$ cat config.mk
export PLATFORM = sky130hd
export DESIGN_NAME = ddr3_app_initiator
export DESIGN_NICKNAME = d
export VERILOG_FILES = /design/src/rtl/ddr3_app_initiator.sv
export SDC_FILE = /design/constraint.sdc
export NUM_CORES = 1
export LEC_CHECK = 0
export CAP_MARGIN = 20
export CORE_AREA = 10 10 240 242
export DETAILED_ROUTE_END_ITERATION = 16
export DIE_AREA = 0 0 250 252
export MAX_ROUTING_LAYER = met4
export PLACE_DENSITY = 0.43
export SYNTH_ARGS = -nofsm -noshare
export SYNTH_HDL_FRONTEND = slang
export SYNTH_SLANG_ARGS = --single-unit
$ cat constraint.sdc
create_clock -name memory_clk -period 2.5 [get_ports memory_clk]
set_input_delay 0.375 -clock memory_clk [delete_from_list [all_inputs] [get_ports memory_clk]]
set_output_delay 0.375 -clock memory_clk [all_outputs]
set_load 0.05 [all_outputs]
$ cat src/rtl/ddr3_app_initiator.sv
// ddr3_app_initiator
//   User-side master for the DDR3 controller application port. Accepts one
//   request at a time from core logic and turns it into a controller command,
//   then streams write beats through or collects read beats.
//   Traffic is gated on init_calib_complete. Read collection is bounded by a
//   timeout so a missing read beat cannot hang the initiator.
//
// Ports
//   memory_clk, rst_n         clock, asynchronous active-low reset
//   init_calib_complete       controller calibration done
//   req_*                     request handshake (we, addr, beats-1)
//   wdata_*, wmask            write-beat stream from core logic
//   rdata_valid/rdata/_last   read-beat stream to core logic (no backpressure)
//   done, err, busy           transaction status
//   cmd, cmd_en, addr,
//   app_burst_number, cmd_ready            controller command channel
//   wr_data*, wr_data_rdy                  controller write-data channel
//   rd_data, rd_data_valid, rd_data_end    controller read-data channel
module ddr3_app_initiator #(
  parameter int             ADDR_W  = 28,
  parameter int             DATA_W  = 128,
  parameter int             TIMEOUT = 1024,
  parameter logic [2:0]     CMD_WR  = 3'd0,
  parameter logic [2:0]     CMD_RD  = 3'd1
) (
  input  logic                  memory_clk,
  input  logic                  rst_n,
  input  logic                  init_calib_complete,
  input  logic                  req_valid,
  output logic                  req_ready,
  input  logic                  req_we,
  input  logic [ADDR_W-1:0]     req_addr,
  input  logic [5:0]            req_beats,
  input  logic                  wdata_valid,
  output logic                  wdata_ready,
  input  logic [DATA_W-1:0]     wdata,
  input  logic [DATA_W/8-1:0]   wmask,
  output logic                  rdata_valid,
  output logic [DATA_W-1:0]     rdata,
  output logic                  rdata_last,
  output logic                  done,
  output logic                  err,
  output logic                  busy,
  output logic [2:0]            cmd,
  output logic                  cmd_en,
  output logic [ADDR_W-1:0]     addr,
  output logic [5:0]            app_burst_number,
  input  logic                  cmd_ready,
  output logic [DATA_W-1:0]     wr_data,
  output logic [DATA_W/8-1:0]   wr_data_mask,
  output logic                  wr_data_en,
  output logic                  wr_data_end,
  input  logic                  wr_data_rdy,
  input  logic [DATA_W-1:0]     rd_data,
  input  logic                  rd_data_valid,
  input  logic                  rd_data_end
);

  localparam logic [2:0] S_IDLE  = 3'd0;
  localparam logic [2:0] S_READY = 3'd1;
  localparam logic [2:0] S_CMD   = 3'd2;
  localparam logic [2:0] S_WDATA = 3'd3;
  localparam logic [2:0] S_RDATA = 3'd4;

  localparam int            TW   = $clog2(TIMEOUT) + 1;
  localparam logic [TW-1:0] TMAX = TW'(TIMEOUT - 1);

  logic [2:0]          state_q, state_d;
  logic                we_q, we_d;
  logic [ADDR_W-1:0]   addr_q, addr_d;
  logic [5:0]          beats_q, beats_d;
  logic [5:0]          cnt_q, cnt_d;
  logic [TW-1:0]       tcnt_q, tcnt_d;
  logic [DATA_W-1:0]   rdata_q, rdata_d;
  logic                rvld_q, rvld_d;
  logic                rlast_q, rlast_d;
  logic                done_q, done_d;
  logic                err_q, err_d;
  logic                wr_xfer;

  // Beat counting uses our own counter; the controller's end flag and the
  // forced-zero low address bits are intentionally not consumed.
  logic [3:0]          unused_bits;
  assign unused_bits = {rd_data_end, req_addr[2:0]};

  assign wr_xfer = (state_q == S_WDATA) & wdata_valid & wr_data_rdy;

  always_comb begin
    state_d = state_q;
    we_d    = we_q;
    addr_d  = addr_q;
    beats_d = beats_q;
    cnt_d   = cnt_q;
    tcnt_d  = tcnt_q;
    rdata_d = rdata_q;
    rvld_d  = 1'b0;
    rlast_d = 1'b0;
    done_d  = 1'b0;
    err_d   = 1'b0;
    case (state_q)
      S_IDLE: begin
        if (init_calib_complete) state_d = S_READY;
      end
      S_READY: begin
        if (!init_calib_complete) begin
          state_d = S_IDLE;
        end else if (req_valid) begin
          we_d    = req_we;
          addr_d  = {req_addr[ADDR_W-1:3], 3'b000};
          beats_d = req_beats;
          state_d = S_CMD;
        end
      end
      S_CMD: begin
        if (cmd_ready) begin
          state_d = we_q ? S_WDATA : S_RDATA;
          cnt_d   = 6'd0;
          tcnt_d  = '0;
        end
      end
      S_WDATA: begin
        if (wr_xfer) begin
          if (cnt_q == beats_q) begin
            state_d = S_READY;
            done_d  = 1'b1;
          end else begin
            cnt_d = cnt_q + 6'd1;
          end
        end
      end
      S_RDATA: begin
        // A beat arriving on the timeout cycle still counts and restarts the timer.
        if (rd_data_valid) begin
          rdata_d = rd_data;
          rvld_d  = 1'b1;
          tcnt_d  = '0;
          if (cnt_q == beats_q) begin
            rlast_d = 1'b1;
            done_d  = 1'b1;
            state_d = S_READY;
          end else begin
            cnt_d = cnt_q + 6'd1;
          end
        end else if (tcnt_q == TMAX) begin
          done_d  = 1'b1;
          err_d   = 1'b1;
          state_d = S_READY;
        end else begin
          tcnt_d = tcnt_q + 1'b1;
        end
      end
      default: state_d = S_IDLE;
    endcase
  end

  always_ff @(posedge memory_clk or negedge rst_n) begin
    if (!rst_n) begin
      state_q <= S_IDLE;
      we_q    <= 1'b1;
      addr_q  <= '0;
      beats_q <= 6'd0;
      cnt_q   <= 6'd0;
      tcnt_q  <= '0;
      rdata_q <= '0;
      rvld_q  <= 1'b0;
      rlast_q <= 1'b0;
      done_q  <= 1'b0;
      err_q   <= 1'b0;
    end else begin
      state_q <= state_d;
      we_q    <= we_d;
      addr_q  <= addr_d;
      beats_q <= beats_d;
      cnt_q   <= cnt_d;
      tcnt_q  <= tcnt_d;
      rdata_q <= rdata_d;
      rvld_q  <= rvld_d;
      rlast_q <= rlast_d;
      done_q  <= done_d;
      err_q   <= err_d;
    end
  end

  assign req_ready        = (state_q == S_READY) & init_calib_complete;
  assign busy             = (state_q == S_CMD) | (state_q == S_WDATA) | (state_q == S_RDATA);
  assign cmd_en           = (state_q == S_CMD);
  assign cmd              = we_q ? CMD_WR : CMD_RD;
  assign addr             = addr_q;
  assign app_burst_number = beats_q;
  assign wdata_ready      = (state_q == S_WDATA) & wr_data_rdy;
  assign wr_data_en       = wr_xfer;
  assign wr_data_end      = wr_xfer & (cnt_q == beats_q);
  assign wr_data          = wdata;
  assign wr_data_mask     = wmask;
  assign rdata_valid      = rvld_q;
  assign rdata            = rdata_q;
  assign rdata_last       = rlast_q;
  assign done             = done_q;
  assign err              = err_q;

endmodule

==> results of run 1 <==
## cell usage after synthesis, types with 2 or more instances
master	count	area (um2)
buf_4	149	1120
nor4_1	5	31.3
nand2b_1	5	31.3
nor3_1	5	25.0
xnor2_1	10	87.6
nor2b_1	3	18.8
or2_2	2	12.5
and3_1	4	25.0
nand3_1	10	50.1
mux2_2	161	1810
and4b_1	2	20.0
or3_1	2	12.5
nor2_1	21	78.8
a211o_1	3	26.3
inv_1	3	11.3
o21ai_0	9	45.0
dfrtp_1	183	4580
nand3b_1	3	22.5
and2_1	3	18.8
buf_2	22	110
a21oi_1	7	35.0
nand4_1	4	25.0
ha_1	2	25.0
o31ai_1	4	30.0
or4_1	2	15.0
nand2_1	12	45.0
## cells by family (layout without fill, tap and decap cells)
kind of cell | count (synthesis) | in the layout
compound gates | 31 | 31
xor+xnor | 10 | 10
fa+ha+maj | 2 | 2
buf+inv | 175 | 396
flops | 184 | 184
mux | 162 | 162
other cells | 1 | 6
simple gates | 91 | 91
## metal layers
metal / track usage (%) / vias to the layer above / share of wire (%)
li1: - / 2536 / -
met1: 8.71 / 2847 / 35
met5: - / - / 0
met4: 5.92 / 0 / 4.8
met2: 15.2 / 275 / 50
met3: 4.95 / 115 / 10
## path summary, 6_finish.rpt
kind	startpoint	to	depth (start not counted)
max	cnt_q[2]	wr_data_end	5
min	rst_n	rdata[2]	2
min reg2reg	rdata[120]	rdata[120]	1
max reg2reg	tcnt_q[0]	tcnt_q[3]	6
min in group memory_clk	rd_data[72]	rdata[72]	2
max in group asynchronous	rst_n	rdata[12]	3
## repair_timing
item                                    CTS  global route
hold endpoints to repair                 63             0
endpoints found under the setup margin    2             3
hold buffers                              1             0
gates cloned                              0             0
resized for setup                         1             5
## final cells by class
cell class	instances	area [um2]	area share, %
repair buffers	361	3690	29.6
clock buffers	18	439	3.51
diodes	1	2.50	0.0200
clock inverters	14	179	1.43
flip-flops and latches	184	4610	36.9
multi-input cells	301	2700	21.6
well taps	688	861	6.89
inverters	3	11.3	0.0901
## flip-flops by register name, indices dropped and copies added (netlist names)
register,flops
app_burst_number,6
cnt_q,6
rdata_valid,1
addr,25
rdata,128
state_q,3
rdata_last,1
tcnt_q,11
done,1
we_q,1
err,1
## per-stage QoR
stage	instance area, um2	worst slack (ps)	hold slack (ps)	cells	utilization (%)
6_report	12500	189	449	1570	23.8
4_1_cts	12500	35.1	450	1569	23.8
5_1_grt	12500	41.3	457	1570	23.8
3_3_place_gp	11900	272	450	1536	22.6
3_5_place_dp	11900	237	444	1536	22.6
2_1_floorplan	8520	138	79.4	660	-
## worst max-delay path, delay by kind of cell (launching register included)
| family | cells | cell delay, ps |
|---|---|---|
| DFF | 1 | 430 |
| and+or+nand+nor | 3 | 710 |
| xor gates and xnor gates | 1 | 170 |
| buffers and inverters | 1 | 150 |
## power by group through the flow
stage | logic [uW] | clock network [uW] | registers [uW]
6_report | 10100 | 2930 | 5100
3_5_place_dp | 10300 | 0 | 5150
3_3_place_gp | 10300 | 0 | 5090
4_1_cts | 10300 | 3080 | 5130
2_1_floorplan | 2500 | 0 | 9540
5_1_grt | 10600 | 3200 | 5320
==> impl_metrics.yaml, run 1 <==
cells_and_area:
  final_cell_mix: "330 x clkdlybuf4s50_1, 180 x dfrtp_1, 161 x mux2_2"
  drive_gt1_share_pct: 27.2
  final_common_cell: "clkdlybuf4s50_1"
  area_growth_syn_to_layout_pct: 47.0
  n_fill_cell: 5584
  nNetsFinal: 1186
critical_path:
  required_ps: 2120
  cp-end-kind: "output pin"
  cp_cell_sequence: "xnor2_1 -> nand2_1 -> or2_2 -> nor2_2 -> buf_12"
  cp_max_fo: 5
  cp_slowest_cell: "dfrtp_1"
  cp.arrival_ps: 1940
  critical_path_class: "reg2out"
  slowest_delay_ps: 430
  reg2reg_slack_ps: 300
  start_kind: "register"
timing:
  fin_skew_ps: 10.1
  fin_crit_sh_pct: 92.4
  finalSetupViolations: 0
  worst_slew_pin_slew_ps: 700
  slew_viol_final: 0
  min_period_ps: 2310
  setup_tns_ps: 0
  hold_violations: 0
  rsz0062_at_grt: "no"
  slew_headroom_pct: 53.3
  fmax_ghz: 0.433
pwr:
  total_power_uw: 18200
  intPower_uw: 9570
  p_comb_share_pct: 55.8
  vdd_drop_max_mv: 0.701
  clkPwrFrac_pct: 16.1
  power_density_nw_per_um2: 1450
  p_leak_uw: 0.00514
  pwr-share-seq_pct: 28.1
  power_switching_uw: 8610
  p_sw_share_pct: 47.4
clock_tree:
  cts_buffer_depth: 2
  cts_setup_buffers: 0
  cts_root_buf: "clkbuf_16"
  cts_buffers: 17
  clk_latency_ps: 470
  htree_num_levels: 4
  cts_tree: "built"
  cts_num_sinks: 184
  clk_pin_slew_worst_paths_ps: 70
detailed_routing:
  num_vias: 5773
  dr.pass1.iters: 4
  finalWirelength_mm: 28.9
  viasPerCell: 3.68
  ant_nets: 0
  avgRoutedWirePerCell_um: 18.4
  drt_iter0_markers: 188
  drcViolationCount: 0
floorplanning:
  initial_core_util_pct: 16.2
  die_height_um: 252
  placementRows: 84
  dieArea_um2: 63000
  ios: 635
  fp.dieW_um: 250
  core_area_um2: 52400
grt:
  overflow: 0
  grt_pass1_vias: 6377
  antenna_found_initial: 1
  grtUsageTotal_pct: 9.39
  grt_max_degree: 70
  grt_pass1_wl_mm: 42.4
synth:
  synth_top_family_by_area: "multiplexers"
  synth_xor_area_share_pct: 1.03
  synth-edff-count: 0
  synthFlopType: "dfrtp_1"
  synth.distinct_cells: 46
  ys_ff_latch: 184
  yosys.area_share.simple_pct: 5.96
  yosys_warnings: 0
  seq_area_frac_synth_pct: 54.2
  syn_inst: 656
  ys_async_sr_fraction_pct: 100
  synth_area_per_cell_um2: 13.0
  synth_compound_area_share_pct: 2.44
  synth_adder_area_share_pct: 0.294
  netlist_area_um2: 8500
  synth.area.mux_share_pct: 21.4
run_status:
  outcome: "finished, final reports clean"
placement:
  dpl.hpwl_mm: 22.5
  gp_congestion: 0.717
  numPortBuffers: 337
flow_run:
  maxCapViolCount: 0
worst_hold_path:
  hold_path.class: "in2async"
No activity file was read; power rests on OpenSTA's default activity.
==> inputs of run 2 (changes only) <==
==> config.mk (replaced) <==
export PLATFORM = sky130hd
export DESIGN_NAME = ddr3_app_initiator
export DESIGN_NICKNAME = d
export VERILOG_FILES = /design/src/rtl/ddr3_app_initiator.sv
export SDC_FILE = /design/constraint.sdc
export NUM_CORES = 1
export LEC_CHECK = 0
export ABC_AREA = 1
export CAP_MARGIN = 20
export CORE_AREA = 10 10 236 238
export DETAILED_ROUTE_END_ITERATION = 16
export DIE_AREA = 0 0 246 248
export MAX_ROUTING_LAYER = met4
export PLACE_DENSITY = 0.45
export SLEW_MARGIN = 5
export SYNTH_ARGS = -nofsm -noshare
export SYNTH_HDL_FRONTEND = slang
export SYNTH_SLANG_ARGS = --single-unit
==> run 2 against run 1 <==
- worst hold slack worse by 49 ps
- power down 21%
- clock power down 5%
- non-clock buffer count down 10
- die area down 3.2%
- core utilization up 0.60 points
- count of clock-buffer cells in the layout up 2
- sequential share of layout area up 0.088 points
- routed wire length up 4.8%
- cell count up 20%
- via count up 19%
- combinational power down 30%
- largest cell class unchanged
- highest routed layer unchanged
==> impl_metrics.yaml, run 2 <==
pwr:
  power_density_nw_per_um2: 1150
  total_power_uw: 14300
  p_leak_uw: 0.00587
  vdd_drop_max_mv: 0.460
critical_path:
  required_ps: 2120
  cp.arrival_ps: 1920
  start_kind: "register"
  cp_max_fo: 6
  cp-end-kind: "output pin"
  critical_path_class: "reg2out"
clock_tree:
  cts_buffer_depth: 2
  htree_num_levels: 4
  cts_buffers: 17
  clk_latency_ps: 480
  cts_tree: "built"
  clk_pin_slew_worst_paths_ps: 70
  cts_root_buf: "clkbuf_16"
  cts_num_sinks: 184
timing:
  slew_headroom_pct: 56.9
  finalSetupViolations: 0
  fin_crit_sh_pct: 91.6
  setup_tns_ps: 0
  worst_slew_pin_slew_ps: 644
  rsz0062_at_grt: "no"
  slew_viol_final: 0
  fin_skew_ps: 7.68
  min_period_ps: 2290
  fmax_ghz: 0.437
  fin_ws_ps: 210
  hold_violations: 0
grt:
  grt_pass1_wl_mm: 44.2
  grt_max_degree: 81
  grt_pass1_vias: 7097
  antenna_found_initial: 0
  grtUsageTotal_pct: 10.0
  overflow: 0
floorplanning:
  placementRows: 83
  dieArea_um2: 61000
  fp.dieW_um: 246
  core_area_um2: 51000
  initial_core_util_pct: 17.1
  die_height_um: 248
  ios: 635
placement:
  gp_congestion: 0.761
  dp_slack_ps: 314
  numPortBuffers: 337
  dpl.hpwl_mm: 22.6
synth:
  synth.top_cell.area_share_pct: 52.6
  ys_ff_latch: 184
  ys_top_cells_by_count: "472 x nand2_1, 183 x dfrtp_1, 150 x buf_4, 32 x inv_1, 31 x nor2_1"
  seq_area_frac_synth_pct: 52.9
  synth_area_leader_cell: "dfrtp_1"
  syn_inst: 1003
  synth-edff-count: 0
  synth_area_per_cell_um2: 8.68
  yosys_warnings: 0
  synth.most_common_cell: "nand2_1"
  synth.distinct_cells: 35
  ys_async_sr_fraction_pct: 100
  synthFlopType: "dfrtp_1"
  netlist_area_um2: 8700
  yosys-top-cells-area: "dfrtp_1 53%, nand2_1 20%, buf_4 13%, mux2_1 2.6%, buf_2 1.4%"
flow_run:
  maxCapViolCount: 0
detailed_routing:
  viasPerCell: 3.62
  num_vias: 6843
  drt_iter0_markers: 246
  finalWirelength_mm: 30.3
  drcViolationCount: 0
  dr.pass1.iters: 4
  ant_nets: 0
  avgRoutedWirePerCell_um: 16.0
cells_and_area:
  ff_latch_area_um2: 4610
  antennaDiodeCount: 0
  n_fill_cell: 5534
  area_growth_syn_to_layout_pct: 43.1
  drive_gt1_share_pct: 6.45
  nNetsFinal: 1514
  final_cell_mix: "472 x nand2_1, 330 x clkdlybuf4s50_1, 183 x dfrtp_1"
  multiInputGateArea_um2: 2720
  final_common_cell: "nand2_1"
  largest_reg_flops: 128
run_status:
  outcome: "finished, final reports clean"
worst_hold_path:
  hold_path.class: "in2async"
run 2: cell count changes in the layout (fill, tap and decap cells not counted), sizes merged, moves of 6 or more:
cell / previous run / this run
buf: 29 / 17
clkinv: 1 / 8
inv: 13 / 36
mux2: 161 / 27
nand2: 13 / 478
nand3: 10 / 16
nand4: 4 / 13
nor2: 22 / 33
xnor2: 10 / 0
run 2: area by class of cell:
cell class / instances / share of cell area, %
Timing Repair Buffer: 351 / 28.6
Clock inverter: 12 / 0.934
Clock buffer: 20 / 3.75
Sequential cell: 184 / 37.0
Inverter: 35 / 1.09
Tap cell: 680 / 6.83
Multi-Input combinational cell: 607 / 21.8
run 2: cell families after synthesis:
group	synth area share, %
XOR/XNOR	0.402
adder cells (fa/ha/maj)	0.287
buffers and inverters	16.3
multiplexers	3.49
other	0.0431
flip-flops	52.9
AND/OR/NAND/NOR	25.1
AO/OA/AOI/OAI	1.44
run 2: report_power, final:
part	internal [uW]	total (uW)	switching (uW)
clock network	1460	2790	1330
logic	2310	7080	4770
registers	3880	4400	524
total	7650	14300	6630
run 2: final timing paths:
path                             start          end  slack, ps  depth (start not counted)
max in group asynchronous        rst_n         we_q       1380                          3
min in group memory_clk    rd_data[72]    rdata[72]        420                          3
hold / removal                   rst_n     cnt_q[3]        400                          2
setup reg to reg            state_q[1]    rdata[65]        500                          8
hold reg to reg              rdata[53]    rdata[53]        480                          2
setup / recovery              cnt_q[4]  wr_data_end        210                          7
run 2: repair_timing:
| item | in CTS | in global routing |
|---|---|---|
| pin swaps | 0 | 0 |
| setup endpoints to repair | 3 | 1 |
| hold buffers | 1 | 0 |
| setup buffers | 0 | 0 |
| hold endpoints to repair | 38 | 0 |
| resized for setup | 4 | 3 |
| gates cloned | 0 | 0 |
run 2: worst max-delay path, stage by stage, from the launching register on:
cell     delay (ps)
dfrtp_1         450
inv_1            60
nand2_1          50
nand2_1          60
nor2_2          210
nand3_2         190
nor4_4          220
buf_12          180
run 2: metrics by stage:
| stage | instance area, um2 | instances | hold WS, ps | utilization, % |
|---|---|---|---|---|
| finish | 12500 | 1889 | 400 | 24.4 |
| global route | 12500 | 1889 | 379 | 24.4 |
| CTS | 12400 | 1889 | 354 | 24.4 |
| detailed placement | 11800 | 1856 | 367 | 23.2 |
| global placement | 11800 | 1856 | 364 | 23.2 |
| floorplan | 8730 | 1007 | 79.4 | - |
run 2: routing by layer:
layer  wire, um  part of all wire, %  up-vias  GRT usage (%)
li1           -                    -     3311              -
met1      11500                   38     3164           10.3
met2      14400                   47      274           15.1
met3       3260                   11       94           5.33
met4       1200                  4.0        0           6.01
met5          0                    0        -              -
==> inputs of run 3 (changes only) <==
--- a/config.mk
+++ b/config.mk
@@ -8,6 +8,7 @@
 export ABC_AREA = 1
 export CAP_MARGIN = 20
 export CORE_AREA = 10 10 236 238
+export CTS_CLUSTER_DIAMETER = 60
 export DETAILED_ROUTE_END_ITERATION = 16
 export DIE_AREA = 0 0 246 248
 export MAX_ROUTING_LAYER = met4
==> results of run 3 <==
Same layout as run 2: the final DEF is identical, and so are final timing and power.
